$ cat config.mk
export PLATFORM = sky130hd
export DESIGN_NAME = wb_arbiter
export DESIGN_NICKNAME = d
export VERILOG_FILES = /design/src/rtl/wb_arbiter_pkg.sv /design/src/rtl/wb_src_fifo.sv /design/src/rtl/wb_arbiter.sv
export SDC_FILE = /design/constraint.sdc
export NUM_CORES = 2
export LEC_CHECK = 0
export BUFFER_PORTS_ARGS = -buffer_cell sky130_fd_sc_hd__buf_4
export CAP_MARGIN = 15
export CORE_AREA = 2 2 463 465
export DETAILED_ROUTE_END_ITERATION = 16
export DIE_AREA = 0 0 465 467
export GPL_TIMING_DRIVEN = 0
export SYNTH_ARGS = -nofsm -noshare
export SYNTH_HDL_FRONTEND = slang
export SYNTH_SLANG_ARGS = --single-unit
$ cat constraint.sdc
create_clock -name clk_i -period 35.7 [get_ports clk_i]
set_clock_uncertainty 0.2 [all_clocks]
set_input_delay 3.57 -clock clk_i [delete_from_list [all_inputs] [get_ports clk_i]]
set_output_delay 3.57 -clock clk_i [all_outputs]
set_load 0.01 [all_outputs]
$ cat src/rtl/wb_arbiter_pkg.sv
// Shared types for the writeback collection stage.
// Defines the per-source result entry and the fixed source numbering.
// Imported by the source FIFO and the arbiter top.
package wb_arbiter_pkg;

    localparam int TRANS_ID_BITS = 3;

    typedef struct packed {
        logic [63:0] cause;
        logic [63:0] tval;
        logic        valid;
    } exception_t;

    typedef struct packed {
        logic [63:0]              result;
        logic [TRANS_ID_BITS-1:0] trans_id;
        exception_t               ex;
    } wb_entry_t;

    localparam int NR_WB_SRC = 4;
    localparam int SRC_FLU   = 0;
    localparam int SRC_LOAD  = 1;
    localparam int SRC_STORE = 2;
    localparam int SRC_FPU   = 3;

endpackage

$ cat src/rtl/wb_src_fifo.sv
// Per-source result buffer between an execute unit and the writeback arbiter.
// Latency: an entry pushed at edge N is at the head from cycle N+1; no bypass.
// Backpressure: full reflects registered count only; a push into a full FIFO that is not popped is dropped and pulses overflow.
module wb_src_fifo
    import wb_arbiter_pkg::*;
#(
    parameter int DEPTH = 2
) (
    input  logic      clk_i,
    input  logic      rst_i,
    input  logic      flush_i,
    input  logic      push,
    input  logic      pop,
    input  wb_entry_t data_in,
    output wb_entry_t data_out,
    output logic      full,
    output logic      empty,
    output logic      overflow
);

    localparam int PTR_W = (DEPTH > 1) ? $clog2(DEPTH) : 1;
    localparam int CNT_W = $clog2(DEPTH + 1);
    localparam logic [CNT_W-1:0] FULL_CNT = CNT_W'(DEPTH);

    wb_entry_t        mem [DEPTH];
    logic [PTR_W-1:0] rd_ptr;
    logic [PTR_W-1:0] wr_ptr;
    logic [CNT_W-1:0] count;
    logic             push_ok;

    assign full     = (count == FULL_CNT);
    assign empty    = (count == '0);
    // A full FIFO still takes a new entry when its head leaves in the same cycle.
    assign push_ok  = push && !flush_i && (!full || pop);
    assign overflow = push && !flush_i && full && !pop;
    assign data_out = mem[rd_ptr];

    // Pointer and occupancy tracking; flush empties the FIFO like reset.
    always_ff @(posedge clk_i) begin
        if (rst_i || flush_i) begin
            rd_ptr <= '0;
            wr_ptr <= '0;
            count  <= '0;
        end else begin
            if (push_ok) wr_ptr <= wr_ptr + PTR_W'(1);
            if (pop)     rd_ptr <= rd_ptr + PTR_W'(1);
            case ({push_ok, pop})
                2'b10:   count <= count + CNT_W'(1);
                2'b01:   count <= count - CNT_W'(1);
                default: count <= count;
            endcase
        end
    end

    // Entry storage; contents are only observed while the slot is occupied.
    always_ff @(posedge clk_i) begin
        if (push_ok) mem[wr_ptr] <= data_in;
    end

endmodule

$ cat src/rtl/wb_arbiter.sv
// Collects FLU/load/store/FPU results and forwards up to NR_WB_PORTS per cycle to the scoreboard, round-robin.
// Latency: one cycle from result valid to writeback port; heads are muxed combinationally.
// Backpressure: src_ready low while that source FIFO is full; no backpressure from the write ports.
module wb_arbiter
    import wb_arbiter_pkg::*;
#(
    parameter int NR_SRC      = NR_WB_SRC,
    parameter int NR_WB_PORTS = 2,
    parameter int DEPTH       = 2
) (
    input  logic                                       clk_i,
    input  logic                                       rst_i,
    input  logic                                       flush_i,
    input  logic       [NR_SRC-1:0]                    src_valid_i,
    input  logic       [NR_SRC-1:0][63:0]              src_result_i,
    input  logic       [NR_SRC-1:0][TRANS_ID_BITS-1:0] src_trans_id_i,
    input  exception_t [NR_SRC-1:0]                    src_ex_i,
    output logic       [NR_SRC-1:0]                    src_ready_o,
    output logic       [NR_WB_PORTS-1:0]               wt_valid_o,
    output logic       [NR_WB_PORTS-1:0][63:0]         wbdata_o,
    output logic       [NR_WB_PORTS-1:0][TRANS_ID_BITS-1:0] trans_id_o,
    output exception_t [NR_WB_PORTS-1:0]               ex_o,
    output logic                                       overflow_o
);

    localparam int SRC_W = (NR_SRC > 1) ? $clog2(NR_SRC) : 1;

    wb_entry_t              head [NR_SRC];
    logic [NR_SRC-1:0]      full;
    logic [NR_SRC-1:0]      empty;
    logic [NR_SRC-1:0]      ovf;
    logic [NR_SRC-1:0]      pop;
    logic [NR_SRC-1:0]      req;
    logic [NR_WB_PORTS-1:0] gnt_vld;
    logic [SRC_W-1:0]       gnt_src [NR_WB_PORTS];
    logic [SRC_W-1:0]       rr_q;
    logic [SRC_W-1:0]       rr_d;

    for (genvar g = 0; g < NR_SRC; g++) begin : gen_src
        wb_entry_t entry;
        assign entry = '{result: src_result_i[g], trans_id: src_trans_id_i[g], ex: src_ex_i[g]};

        wb_src_fifo #(.DEPTH(DEPTH)) u_fifo (
            .clk_i    (clk_i),
            .rst_i    (rst_i),
            .flush_i  (flush_i),
            .push     (src_valid_i[g]),
            .pop      (pop[g]),
            .data_in  (entry),
            .data_out (head[g]),
            .full     (full[g]),
            .empty    (empty[g]),
            .overflow (ovf[g])
        );
    end

    assign src_ready_o = ~full;
    // A flush cycle grants nothing, so nothing is written back and rr_q holds.
    assign req = ~empty & {NR_SRC{~flush_i}};

    // Port k takes the k-th requesting source in scan order starting at rr_q; a source is granted at most once.
    always_comb begin
        logic [NR_SRC-1:0] taken;
        logic [SRC_W-1:0]  idx;
        taken = '0;
        idx   = '0;
        for (int k = 0; k < NR_WB_PORTS; k++) begin
            gnt_vld[k] = 1'b0;
            gnt_src[k] = '0;
            for (int s = 0; s < NR_SRC; s++) begin
                idx = SRC_W'((int'(rr_q) + s) % NR_SRC);
                if (!gnt_vld[k] && req[idx] && !taken[idx]) begin
                    gnt_vld[k] = 1'b1;
                    gnt_src[k] = idx;
                end
            end
            if (gnt_vld[k]) taken[gnt_src[k]] = 1'b1;
        end
    end

    // Output mux, head dequeue and next round-robin pointer (one past the last grant).
    always_comb begin
        pop        = '0;
        rr_d       = rr_q;
        wt_valid_o = '0;
        wbdata_o   = '0;
        trans_id_o = '0;
        ex_o       = '0;
        for (int k = 0; k < NR_WB_PORTS; k++) begin
            if (gnt_vld[k]) begin
                pop[gnt_src[k]] = 1'b1;
                wt_valid_o[k]   = 1'b1;
                wbdata_o[k]     = head[gnt_src[k]].result;
                trans_id_o[k]   = head[gnt_src[k]].trans_id;
                ex_o[k]         = head[gnt_src[k]].ex;
                rr_d            = SRC_W'((int'(gnt_src[k]) + 1) % NR_SRC);
            end
        end
    end

    // Round-robin pointer and sticky overflow flag; only reset clears the flag.
    always_ff @(posedge clk_i) begin
        if (rst_i) begin
            rr_q       <= '0;
            overflow_o <= 1'b0;
        end else begin
            if (|gnt_vld) rr_q <= rr_d;
            if (|ovf)     overflow_o <= 1'b1;
        end
    end

endmodule

* Word-level counts from Yosys, hierarchy flattened *
Memories as Yosys holds them, arrays and structs flattened. A register that Yosys moved wholly into a read port is not among the register bits.
Index checks and enable logic that the tools add are counted.
W data, S select, Z words.

cells by class
  add/subtract/negate cells = 21
  $lt $le $gt $ge = 10
  equality and inequality tests = 12
  muxes and demuxes = 82
  bitwise operators = 7
  reduce and logical (&&, ||, !) cells = 72

operators by type and width
  kind                   number
  $bmux W196 S2          2
  $mux W196              4
  $mux W129              2
  $mux W64               2
  $mux W1                40
  $logic_and A1 B1 Y1    32
  $bmux W1 S2            12
  $logic_not A1 Y1       23
  $mux W2                10
  $lt A2 B3 Y1 const B   6
  $eq A2 B2 Y1 const B   8
  $pmux W2 S2            4
  $add A2 B1 Y2 const B  7
  $reduce_bool A2 Y1     5
  $add A1 B1 Y1 const B  8
  $eq A2 B1 Y1 const B   4
  $logic_not A2 Y1       4
  $mux W4                2
  $not A4 Y4             2
  $sub A2 B1 Y2 const B  4
  $ge A3 B3 Y1 const B   2
  $mux W3                2
  $not A2 Y3             2
  $logic_or A1 B1 Y1     5
  other kinds (9)        12

word-level totals
  register bits = 19
  memory bits (writable) = 1568
  bits of input ports = 791
  logic and storage cells = 222
  memories = 4

memory list
  name                   depth  bits a word  rd ports  clocked after memory_dff  write ports  RTL line           source
  gen_src[0].u_fifo.mem  2      196          1         1                         1            wb_src_fifo.sv:25  wb_entry_t mem [DEPTH];
  gen_src[1].u_fifo.mem  2      196          1         1                         1            wb_src_fifo.sv:25
  gen_src[2].u_fifo.mem  2      196          1         1                         1            wb_src_fifo.sv:25
  gen_src[3].u_fifo.mem  2      196          1         1                         1            wb_src_fifo.sv:25

* Logic depth before layout (Yosys ltp) *
  depth after elaboration = 51
  depth in mapped cells = 13
  mapped depth without buffers = 11

* Cells and area by module *
From an unflattened synthesis, not the netlist that was laid out.

second synthesis, totals
  cells, all modules = 5069
  area total of the unflattened synthesis = 73673.2 um^2

modules (own cells, without submodules)
  module       times used  cells each  area each (um^2)  seq. area each (um^2)
  wb_src_fifo  4           638         14976.9           11871.4
  wb_arbiter   1           2517        13765.7           60.1

* Worst setup path after synthesis *
No wires, ideal clock.

  path type = input -> register
  start = input flush_i
  end = memory gen_src[3].u_fifo.mem[0][0] in the netlist's numbering, enable pin
  setup time = 0.756 ns
  arrival = 13.253 ns
  required time = 34.744 ns
  path slack = 21.490 ns
  stages = 8
  cell sequence = clkbuf_1 -> nor2_1 -> a21boi_0 -> nor3_1 -> nand2_1 -> o21ai_1 -> o21ai_1 -> nor2_1

between the ends
  word-level cells in the longest chain between the ends = 50

RTL lines
  element                            RTL line           source
  start: declaration                 wb_arbiter.sv:13   input logic flush_i,
  $not A1 Y1 (*)                     wb_arbiter.sv:59   assign req = ~empty & {NR_SRC{~flush_i}};
  $and A4 B4 Y4 (*)                  wb_arbiter.sv:59
  $bmux W1 S2                        wb_arbiter.sv:72   if (!gnt_vld[k] && req[idx] && !taken[idx]) begin
  $mux W1 (implied by the code)      wb_arbiter.sv:72
  $logic_and A1 B1 Y1                wb_arbiter.sv:72
  $mux W1                            wb_arbiter.sv:72
  $logic_not A1 Y1                   wb_arbiter.sv:72
  $logic_and A1 B1 Y1 (2 in a row)   wb_arbiter.sv:72
  [... 34 more ...]                  n/a
  $demux W1 S2                       wb_arbiter.sv:91   pop[gnt_src[k]] = 1'b1;
  $or A4 B4 Y4 (no line)             n/a
  $mux W4 (*)                        wb_arbiter.sv:90   if (gnt_vld[k]) begin
  named net gen_src[3].u_fifo.pop    wb_src_fifo.sv:13  input logic pop,
  $logic_or A1 B1 Y1 (*)             wb_src_fifo.sv:34  assign push_ok = push && !flush_i && (!full || pop);
  $logic_and A1 B1 Y1 (*)            wb_src_fifo.sv:34
  $mux W1 (*)                        wb_src_fifo.sv:57  if (push_ok) mem[wr_ptr] <= data_in;
  $mux W1 (implied by the code) (*)  wb_src_fifo.sv:57
  end: declaration                   wb_src_fifo.sv:25

Mark *: on every way through the listed nets, which the timed path passes. The rest lies on a longest branch. The select of a mux whose other input is x is not followed.

==> out/results.tsv <==
metric	value	unit
Syn Nets	5677	
CP max-delay cell	buf_2	
status	complete, no violations	
Synth top area share	0.670	
pin count of the biggest net entering global routing	29	
CTS Root Cell	clkbuf_16	
ANT nets after route	0	
Crit path largest cell delay	0.73	ns
combinational share of power	0.133	
Yosys Warn Count	0	
CP Capture Type	output port	
dpl ws	24.18	ns
clk sinks	1591	
CTS buffer count	176	
Die W	465	µm
crit path kind	input port to output port	
Post-synth EDFFs	1568	
Async S/R FF share, synth	0	
Clk pwr share	0.400	
Worst R2R Start	gen_src[2].u_fifo.count[0]	
DIE AREA	0.217	mm²
Net Sw Power	1.17	mW
fin crit share	0.323	
hold depth	2	
worst path cell trace	buf_4, clkbuf_1, nor2_1, nand4_1, o22ai_1, a311oi_2, buf_2, clkbuf_2, buf_2, o211ai_1, a21oi_1, buf_4	
RSZ-0062 raised after global routing	false	
Seq pwr share	0.468	
Pre-Repair DR Iteration Count	8	
Req. time, crit path	31.93	ns
DP Wirelength	227000	µm
Final min period	11.54	ns
Distinct cells, synth	50	
Congestion Overflow GR	0	
IO Count	1190	
ys flop type	edfxtp_1	
CTS max path bufs	3	
Post-CTS Repair Setup Buffers	0	
Top delay family on crit path	buffers and inverters	
Die Ht	467	µm
vias in the first global route	50900	
final cell count without fillers	9368	
htree depth	4	
post-layout util	0.427	
Initial Util	0.332	
Core Region	0.212	mm²
largest area contributor in the netlist	edfxtp_1	
worst rel slew slack	0.160	
Reg2Reg Setup Slack	30.64	ns
syn avg cell area	14.4	µm²
Initial DRC Count	5833	
Final setup viols	0	
DR WL/cell	31.9	µm
final worst setup slack	24.16	ns
DRC Markers	0	
GRT Total Usage	0.264	
routability cong.	0.906	
share of layout cells above drive strength 1	0.320	
Max Cap Viol	0	
fmax	86.7	MHz
FF-to-FF End	gen_src[2].u_fifo.mem[1][134]	
CTS resizes	0	
clock latency on the worst-skew pair	0.83	ns
Data arrival, critical path	7.77	ns
synthesized area	0.0703	mm²
placed cell area	0.0845	mm²
Final #Nets	7128	
crit start category	input port	
HP Start	gen_src[0].u_fifo.rd_ptr	
pwr/cell area	50.3	mW/mm²
Post-synth top cells	edfxtp_1 (1,568), nand2_1 (602), mux2i_1 (595)	
final hold vios	0	
vias per inst	5.53	
placed cell count	8975	
Pint	3.38	mW
CTS tree	yes	
top post-synthesis cells by area	edfxtp_1 (67%), mux2i_1 (8.5%), o211ai_1 (6.3%)	
final wirelength	299000	µm
worst-path fanout max	10	
Static Leakage	31.5	nW
sw frac	0.257	
Hold Buf Count CTS	0	
Slew Limit Fails	0	
count leader, synth	edfxtp_1	
setup total negative slack	0	ns
Least-Margin Pin Slew	1.26	ns
Seq cells post-synth	1591	
row cnt	169	
worst IR drop on VDD	0.0481	mV
number of I/O port buffers	1189	
Critical path buffers and inverters	6	
Clock Pin Slew Worst Setup and Hold Paths	0.06	ns
Area growth syn-to-layout	28.7	%
Hold Crit Class	flop to flop	
Cells after Synth	4882	
Worst R2R Path Depth	13	
Seq/Total Area, Yosys	0.676	
fillers	19300	
total number of vias	51800	
first-pass GRT wire length	403000	µm
cell area after layout	0.0905	mm²
initial antenna violation count	125	
-- stage by stage --
stage	hold WS [ns]	total power, mW
global placement	0.257	2.77
finish	0.312	4.55
detailed placement	0.301	2.76
floorplan	0.251	2.46
global route	0.339	4.68
CTS	0.316	4.57
-- final cells by class --
cell class              count  area (µm²)  area share
multi-input cells        2896       21100       0.234
well taps                2821        3530      0.0390
inverters                  14        52.6    0.000581
plain buffers             381        1620      0.0180
clock inverters           118        1230      0.0136
repair buffers           1273       10600       0.118
diodes                     71         178     0.00196
clock buffers             203        4520      0.0499
flip-flops and latches   1591       47500       0.526
-- cell usage in the layout, fill, tap and decap left out, types with 124 or more instances in the layout --
master | synthesis | routed
clkbuf_16 | 0 | 176
nand2b_1 | 199 | 199
buf_2 | 124 | 124
nand2_1 | 602 | 602
buf_4 | 1 | 1190
clkbuf_1 | 242 | 258
a21oi_1 | 402 | 402
mux2i_1 | 595 | 595
mux2_2 | 389 | 389
edfxtp_1 | 1568 | 1568
o211ai_1 | 586 | 586
-- per-layer routing --
metal,track usage,vias to the layer above,part of all wire
met5,0,-,0.0012
met4,0.118,56,0.045
met3,0.0722,646,0.099
met2,0.424,3155,0.47
met1,0.332,26200,0.39
li1,-,21800,-
-- worst min-delay path, cell delays in order (launching register included) --
cell	delay, ns
dfxtp_1	0.33
xor2_1	0.08
nor2_1	0.08
-- registers in the layout (all words and copies together), names as in the netlist, named ones only --
signal                 flops
gen_src.u_fifo.wr_ptr      4
rr_q                       2
gen_src.u_fifo.rd_ptr      4
gen_src.u_fifo.count       8
overflow_o                 1
gen_src.u_fifo.mem      1568
-- logic make-up (layout without fill, tap and decap cells) --
| group | after synthesis | after routing | synth area share |
|---|---|---|---|
| simple gates | 858 | 858 | 0.0538 |
| xor+xnor | 14 | 14 | 0.00174 |
| other cells | 0 | 71 | 0 |
| flops | 1591 | 1591 | 0.676 |
| compound gates | 1035 | 1035 | 0.0965 |
| fa+ha+maj | 5 | 5 | 0.000872 |
| mux | 984 | 984 | 0.147 |
| buf+inv | 395 | 1989 | 0.0237 |
-- power by group through the flow --
stage               combinational (mW)  sequential [mW]  clock, mW
floorplan                        0.280             2.18          0
CTS                              0.597             2.13       1.84
finish                           0.603             2.13       1.82
detailed placement               0.595             2.17          0
global placement                 0.567             2.20          0
global route                     0.635             2.13       1.92
-- worst max path at each step --
| stage | startpoint | endpoint | slack [ns] | cells after the start |
|---|---|---|---|---|
| 6_report | flush_i | wbdata_o[81] | 24.16 | 12 |
| 5_1_grt | flush_i | wbdata_o[86] | 24.01 | 12 |
| 4_1_cts | flush_i | wbdata_o[86] | 24.17 | 12 |
| 3_5_place_dp | flush_i | wbdata_o[86] | 24.18 | 12 |
| 3_3_place_gp | flush_i | gen_src[3].u_fifo.mem[1][86] | 9.93 | 9 |
| 2_1_floorplan | flush_i | gen_src[3].u_fifo.mem[0][0] | 21.49 | 8 |
Note: power is estimated with default switching activity, not from simulation.
